--- config.mk ---
export PLATFORM = sky130hd
export DESIGN_NAME = key_debounce_array
export DESIGN_NICKNAME = d
export VERILOG_FILES = /design/src/rtl/key_pkg.sv /design/src/rtl/key_debounce_ch.sv /design/src/rtl/key_debounce_array.sv
export SDC_FILE = /design/constraint.sdc
export NUM_CORES = 1
export LEC_CHECK = 0
export BUFFER_PORTS_ARGS = -buffer_cell sky130_fd_sc_hd__buf_4
export CORE_ASPECT_RATIO = 1.2
export CORE_MARGIN = 4
export CORE_UTILIZATION = 60
export CTS_BUF_LIST = sky130_fd_sc_hd__clkbuf_8
export CTS_CLUSTER_SIZE = 28
export DETAILED_ROUTE_END_ITERATION = 16
export PLACE_DENSITY = 0.78
export SLEW_MARGIN = 20
export SYNTH_ARGS = -nofsm -noshare
export SYNTH_HDL_FRONTEND = slang
export SYNTH_SLANG_ARGS = --single-unit
--- constraint.sdc ---
create_clock -name sys_clk -period 5.7 [get_ports sys_clk]
set_input_delay 0.57 -clock sys_clk [delete_from_list [all_inputs] [get_ports sys_clk]]
set_output_delay 0.57 -clock sys_clk [all_outputs]
set_load 0.02 [all_outputs]
--- src/rtl/key_pkg.sv ---
// rtl/key_pkg.sv - shared timing constants and counter-width helper for key debouncing
package key_pkg;

  localparam int CLK_HZ           = 50_000_000;
  // 20 ms debounce window at 50 MHz, expressed as the last counter value
  localparam int DEBOUNCE_CNT_MAX = 999_999;
  // 1 s long-press threshold at 50 MHz, expressed as the last counter value
  localparam int LONG_CNT_MAX     = 49_999_999;

  // Bits needed to hold values 0..n-1, never less than one bit
  function automatic int cnt_width(input int n);
    int w;
    w = $clog2(n);
    return (w < 1) ? 1 : w;
  endfunction

endpackage

--- src/rtl/key_debounce_ch.sv ---
// rtl/key_debounce_ch.sv - one key channel: synchronizer, debounce, hold timer, event pulses
module key_debounce_ch
  import key_pkg::*;
#(
  parameter int CNT_MAX    = DEBOUNCE_CNT_MAX,
  parameter int LONG_MAX   = LONG_CNT_MAX,
  parameter int ACTIVE_LOW = 1
) (
  input  logic sys_clk,
  input  logic sys_rst,
  input  logic key_pin,
  output logic key_state,
  output logic key_press,
  output logic key_release,
  output logic key_long
);

  localparam int DW = cnt_width(CNT_MAX + 1);
  // One extra code above LONG_MAX so the hold counter can park after firing
  localparam int HW = cnt_width(LONG_MAX + 2);

  localparam logic          IDLE_LVL  = (ACTIVE_LOW != 0) ? 1'b1 : 1'b0;
  localparam logic [DW-1:0] DEB_LAST  = DW'(CNT_MAX);
  localparam logic [HW-1:0] HOLD_LAST = HW'(LONG_MAX);
  localparam logic [HW-1:0] HOLD_SAT  = HW'(LONG_MAX + 1);

  logic [1:0]    sync_q;
  logic          sample;
  logic [DW-1:0] deb_cnt;
  logic [HW-1:0] hold_cnt;
  logic          state_q;
  logic          press_q;
  logic          release_q;
  logic          long_q;
  logic          toggle;

  // XOR with the idle level turns the pin into 1 = pressed
  assign sample = sync_q[1] ^ IDLE_LVL;
  assign toggle = (sample != state_q) && (deb_cnt == DEB_LAST);

  // Two-flop synchronizer, reset to the released pin level
  always_ff @(posedge sys_clk) begin
    if (sys_rst) begin
      sync_q <= {IDLE_LVL, IDLE_LVL};
    end else begin
      sync_q <= {sync_q[0], key_pin};
    end
  end

  // Debounce: count consecutive disagreeing samples, flip state after a full window
  always_ff @(posedge sys_clk) begin
    if (sys_rst) begin
      deb_cnt   <= '0;
      state_q   <= 1'b0;
      press_q   <= 1'b0;
      release_q <= 1'b0;
    end else begin
      press_q   <= 1'b0;
      release_q <= 1'b0;
      if (sample == state_q) begin
        deb_cnt <= '0;
      end else if (toggle) begin
        deb_cnt   <= '0;
        state_q   <= sample;
        press_q   <= sample;
        release_q <= ~sample;
      end else begin
        deb_cnt <= deb_cnt + DW'(1);
      end
    end
  end

  // Hold timer: runs while pressed, fires once, and a same-edge release wins over the long pulse
  always_ff @(posedge sys_clk) begin
    if (sys_rst) begin
      hold_cnt <= '0;
      long_q   <= 1'b0;
    end else begin
      long_q <= 1'b0;
      if (!state_q || toggle) begin
        hold_cnt <= '0;
      end else if (hold_cnt == HOLD_LAST) begin
        hold_cnt <= HOLD_SAT;
        long_q   <= 1'b1;
      end else if (hold_cnt != HOLD_SAT) begin
        hold_cnt <= hold_cnt + HW'(1);
      end
    end
  end

  assign key_state   = state_q;
  assign key_press   = press_q;
  assign key_release = release_q;
  assign key_long    = long_q;

endmodule

--- src/rtl/key_debounce_array.sv ---
// rtl/key_debounce_array.sv - array of independent debounced key channels
module key_debounce_array
  import key_pkg::*;
#(
  parameter int CH_NUM     = 4,
  parameter int CNT_MAX    = DEBOUNCE_CNT_MAX,
  parameter int LONG_MAX   = LONG_CNT_MAX,
  parameter int ACTIVE_LOW = 1
) (
  input  logic              sys_clk,
  input  logic              sys_rst,
  input  logic [CH_NUM-1:0] key_in,
  output logic [CH_NUM-1:0] key_state,
  output logic [CH_NUM-1:0] key_press,
  output logic [CH_NUM-1:0] key_release,
  output logic [CH_NUM-1:0] key_long
);

  for (genvar i = 0; i < CH_NUM; i++) begin : g_ch
    key_debounce_ch #(
      .CNT_MAX   (CNT_MAX),
      .LONG_MAX  (LONG_MAX),
      .ACTIVE_LOW(ACTIVE_LOW)
    ) u_ch (
      .sys_clk    (sys_clk),
      .sys_rst    (sys_rst),
      .key_pin    (key_in[i]),
      .key_state  (key_state[i]),
      .key_press  (key_press[i]),
      .key_release(key_release[i]),
      .key_long   (key_long[i])
    );
  end

endmodule

# Word level (Yosys, flattened, before mapping)

Cells that the tools add are included.

Word-level logic and storage cells: 120
Output and inout bits: 16
Register bits: 208
Input bits: 6

Reductions and logical operators: 36
Equality and inequality tests: 20
Mux-type cells: 12
Bitwise operators: 12
$add $sub $neg: 8

Operator list:

| cell                                           | number |
|---|---|
| two-way mux 26 bit                             | 8 |
| adder 26 x 1 -> 26 bit (second input constant) | 4 |
| equality test 26 bit (second input constant)   | 4 |
| inequality test 26 bit (second input constant) | 4 |
| adder 20 x 1 -> 20 bit (second input constant) | 4 |
| equality test 20 bit (second input constant)   | 4 |
| OR reduction 3 bit                             | 12 |
| NOT 1 bit                                      | 12 |
| AND reduction 2 bit                            | 4 |
| nonzero test 2 bit                             | 4 |
| OR reduction 2 bit                             | 4 |
| equality test 1 bit                            | 4 |
| logical AND 1 bit                              | 4 |
| logical NOT 1 bit                              | 4 |
| logical OR 1 bit                               | 4 |
| two-way mux 1 bit                              | 4 |
| inequality test 1 bit                          | 4 |

# Logic depth before layout (Yosys ltp)

Depth in word-level cells: 5
Mapped depth: 8
Gate-level depth less buffers: 7

# Modules after synthesis

Synthesis repeated with hierarchy kept, for this count alone.

Cells, all modules: 1102
Area, all modules: 9620.5 um2

By module, submodules not included:

| module                             | instances | cells an instance | seq. area each (um2) | area each (um2) |
|---|---|---|---|---|
| key_debounce_ch (g_ch[0].u_ch ...) | 3         | 275               | 1041.0               | 2399.8 |
| key_debounce_ch (g_ch[3].u_ch)     | 1         | 277               | 1041.0               | 2421.1 |

# Worst setup path before layout

No wires, ideal clock.

Path type: reg2reg
Start point: reg g_ch[0].u_ch.hold_cnt[8]
End point: reg g_ch[0].u_ch.hold_cnt[1]
Stages on the path, launching flop included: 6
Library setup time: 0.114 ns
Slack: 3.877 ns
Path buffers: 0
Data arrival time: 1.710 ns
Clock period less this slack: 1.823 ns
Required time: 5.586 ns
Cells stage by stage: dfxtp_1 or4_1 or4_4 or2_4 a21oi_1 nor2_1

Cells in the longest elaborated chain, start to end: 2
Elaborated cells between the ends (all ways): 3
Classes of those cells: 2 x eq/ne; 1 x reduce/logical

Ends and longest elaborated chain:

| element                             | RTL line              | text |
|---|---|---|
| from (decl)                         | key_debounce_ch.sv:30 | `logic [HW-1:0] hold_cnt;` |
| from (signal assigned)              | key_debounce_ch.sv:86 | `hold_cnt <= hold_cnt + HW'(1);` |
| equality test 26 bit                | key_debounce_ch.sv:82 | `end else if (hold_cnt == HOLD_LAST) begin` |
| OR reduction 3 bit (no source line) | -                     |  |

Several ways; a longest one is shown, not always the timed one.
A chain may end at the register's enable or synchronous reset.

# Final worst setup path

Start point: reg g_ch[1].u_ch.deb_cnt[0]
End point: reg g_ch[1].u_ch.hold_cnt[9]

Cells in the longest elaborated chain, start to end: 4

Ends and longest elaborated chain:

| element                             | RTL line              | text |
|---|---|---|
| from (decl)                         | key_debounce_ch.sv:29 | `logic [DW-1:0] deb_cnt;` |
| from (signal assigned)              | key_debounce_ch.sv:68 | `deb_cnt <= deb_cnt + DW'(1);` |
| equality test 20 bit                | key_debounce_ch.sv:39 | `assign toggle = (sample != state_q) && (deb_cnt == DEB_LAST);` |
| logical AND 1 bit                   | key_debounce_ch.sv:39 |  |
| logical OR 1 bit                    | key_debounce_ch.sv:80 | `if (!state_q \|\| toggle) begin` |
| OR reduction 3 bit (no source line) | -                     |  |
| to (signal assigned)                | key_debounce_ch.sv:86 |  |
| to (decl)                           | key_debounce_ch.sv:30 |  |

No other way between the ends.

==> results.yml <==
logic_synthesis:
  yosysSeqAreaShare_pct: 44.9
  avgSynthCellArea_um2: 8.71
  syn-num-nets: 1083
  syn_area_um2: 9270
  ys.flop_type: "dfxtp_1"
  yosysWarnings: 0
  asyncSetResetFlopFracSynth_pct: 0
  synth-edff-count: 0
  synth_cell_types: 54
  synthCells: 1065
  ys_ff_latch: 208
timing:
  post-route-period-util_pct: 40.0
  final.setup.tns_ns: 0
  tightest_slew_ns: 0.934
  hold_viol_final: 0
  slew_viol_final: 0
  rsz0062_at_grt: "false"
  setup_violations: 0
  max_freq_ghz: 0.439
  timing.final.crit_period_ns: 2.28
  relSlewSlack_pct: 37.2
  fin_worst_skew_ns: 0.0206
global_route:
  grt_max_degree: 25
  grt_pass1_wl_mm: 30.0
  grt_pass1_vias: 6865
  grt-ovfl-total: 0
  grt_antenna_before_repair: 0
  grt_usage_pct: 20.0
critical_path:
  worstSetupPathType: "reg -> reg"
  cp.arrival_ns: 2.67
  critPathMaxStageDelay_ns: 0.75
  cp-end-kind: "register"
  rr_endpoint: "g_ch[1].u_ch.hold_cnt[9]"
  required_ns: 6.09
  cp_slowest_cell: "o311ai_4"
  rrSetupSlack_ns: 3.42
  critPathLaunch: "g_ch[1].u_ch.deb_cnt[0]"
  r2r-start: "g_ch[1].u_ch.deb_cnt[0]"
  crit_fanout: 19
  path_cells: "ha_1 > nand3_1 > o311ai_4 > nand2b_1 > nor2_1"
  start_kind: "register"
  critPathCapture: "g_ch[1].u_ch.hold_cnt[9]"
  reg2reg_depth: 5
clocking:
  cts_setup_buffers: 0
  cts_hold_buf: 0
  numCtsBuffers: 35
  clockRootBuffer: "clkbuf_8"
  clk_pin_slew_ns: 0.06
  clkLatencyLatePin_ns: 0.52
  htreeDepth: 2
  numClockSinks: 208
  clk_path_buf_depth: 3
  cts_tree: "done"
  post_cts_resized: 0
placed_design:
  gp_congestion: 0.801
  dp_hpwl_mm: 11.3
  dp_cells: 1249
  port_buffers: 21
floorplan:
  start_util_pct: 61.5
  io_pins: 22
  die_y_um: 144
  die_area_um2: 17500
  rows: 49
  coreArea_um2: 15100
  fp.dieW_um: 121
finish:
  final_nets: 1100
  final_common_cell: "dfxtp_1"
  fin_cells: 1311
  nFillCells: 1302
  drive_gt1_share_pct: 9.21
  post-route-util_pct: 67.6
  areaGrowthSynthToFinish_pct: 9.99
  layout_common_cells: "208 x dfxtp_1, 204 x nor2_1, 97 x xor2_1"
  antennaDiodeCount: 0
drt:
  dr.pass1.iters: 4
  route.detailed.drc: 0
  drt_iter0_markers: 358
  wl_per_cell_um: 12.9
  routed_wl_mm: 16.9
  vias: 7098
  viasPerCell: 5.41
  ant_nets: 0
flow_run:
  cap_viol_max_count: 0
hold_path:
  hold_class: "in -> reg"
run_status:
  status: "finished, final reports clean"
power_and_ir_drop:
  irDropWorstVdd_mv: 0.272
  powerDensity_nw_per_um2: 283
  p_leak_nw: 3.31
## metrics by stage
| step | power [mW] | hold WS [ns] | setup WS, ns | area (um2) |
|---|---|---|---|---|
| after detailed placement | 1.51 | 0.398 | 3.45 | 9440 |
| after global placement | 1.51 | 0.393 | 3.52 | 9440 |
| after CTS | 2.93 | 0.207 | 3.42 | 10200 |
| final | 2.89 | 0.224 | 3.42 | 10200 |
| after floorplan | 1.50 | 0.389 | 3.88 | 9270 |
| after global routing | 2.99 | 0.216 | 3.16 | 10200 |
## worst min-delay path by stage
stage / end / from / cells after the start
finish: g_ch[2].u_ch.sync_q[0] / key_in[2] / 2
detailed placement: g_ch[2].u_ch.sync_q[1] / g_ch[2].u_ch.sync_q[0] / 1
CTS: g_ch[2].u_ch.sync_q[0] / key_in[2] / 2
global placement: g_ch[2].u_ch.sync_q[1] / g_ch[2].u_ch.sync_q[0] / 1
global route: g_ch[1].u_ch.sync_q[0] / key_in[1] / 2
floorplan: g_ch[0].u_ch.sync_q[1] / g_ch[0].u_ch.sync_q[0] / 1
## cell families (layout without fill, tap and decap cells)
logic type      count (synthesis)  in the layout  synth area share (%)
compound gates                 46             46                  3.21
xor+xnor                      159            159                  15.0
fa+ha+maj                      12             12                  1.62
buf+inv                        71            113                  3.91
flops                         208            208                  44.9
mux                             1              1                 0.108
simple gates                  568            568                  31.2
## synthesized netlist by cell type (3+ instances only)
cell type / instances / area [um2]
nand2b_1: 9 / 56.3
nand4_1: 49 / 307
buf_2: 13 / 65.1
buf_4: 18 / 135
o21ai_0: 10 / 50.1
and4_1: 18 / 158
a21oi_1: 22 / 110
or4_1: 4 / 30.0
inv_1: 29 / 109
nand3b_1: 6 / 45.0
nor4b_1: 7 / 61.3
nor4_1: 24 / 150
or3_1: 15 / 93.8
nand2_1: 67 / 251
and2_1: 5 / 31.3
dfxtp_1: 208 / 4160
clkbuf_1: 9 / 33.8
nor3_1: 32 / 160
xor2_1: 97 / 850
nor2_1: 204 / 766
nand2_2: 3 / 18.8
or2_2: 10 / 62.6
and3_1: 27 / 169
xnor2_1: 62 / 543
nand3_1: 66 / 330
nor3b_1: 4 / 30.0
a211oi_1: 3 / 22.5
ha_1: 12 / 150
## sequential cells by signal, indices dropped and copies added, names as in the netlist
register	cells
g_ch.u_ch.key_state	4
g_ch.u_ch.hold_cnt	104
g_ch.u_ch.sync_q	8
g_ch.u_ch.key_long	4
g_ch.u_ch.key_press	4
g_ch.u_ch.deb_cnt	80
g_ch.u_ch.key_release	4
## report_power, final
group          total (mW)  switching [mW]  internal (mW)
registers            1.46         0.00283           1.46
logic              0.0152         0.00991        0.00527
clock network        1.41           0.584          0.828
total                2.89           0.597           2.29
## critical path, delay by kind of cell, from the launching register on
kind | cells | cell delay, ns
compound gates | 1 | 0.75
simple gates | 3 | 0.68
flops | 1 | 0.40
fa+ha+maj | 1 | 0.31
## routing by layer
| layer | part of all wire [%] | up-vias | global-route usage [%] |
|---|---|---|---|
| li1 | - | 3662 | - |
| met1 | 46 | 3299 | 24.8 |
| met3 | 4.2 | 37 | 4.58 |
| met2 | 48 | 100 | 34.6 |
| met4 | 2.3 | 0 | 6.67 |
| met5 | 0 | - | 0 |
## layout make-up
| type | instances | area, um2 | share of cell area (%) |
|---|---|---|---|
| multi-input combinational | 786 | 4740 | 46.5 |
| clock inverter | 22 | 209 | 2.05 |
| sequential | 208 | 4160 | 40.8 |
| clock buffer | 40 | 551 | 5.40 |
| timing repair buffer | 22 | 165 | 1.62 |
| inverter | 29 | 109 | 1.07 |
| tap | 204 | 255 | 2.50 |
No activity file was read; power rests on OpenSTA's default activity.
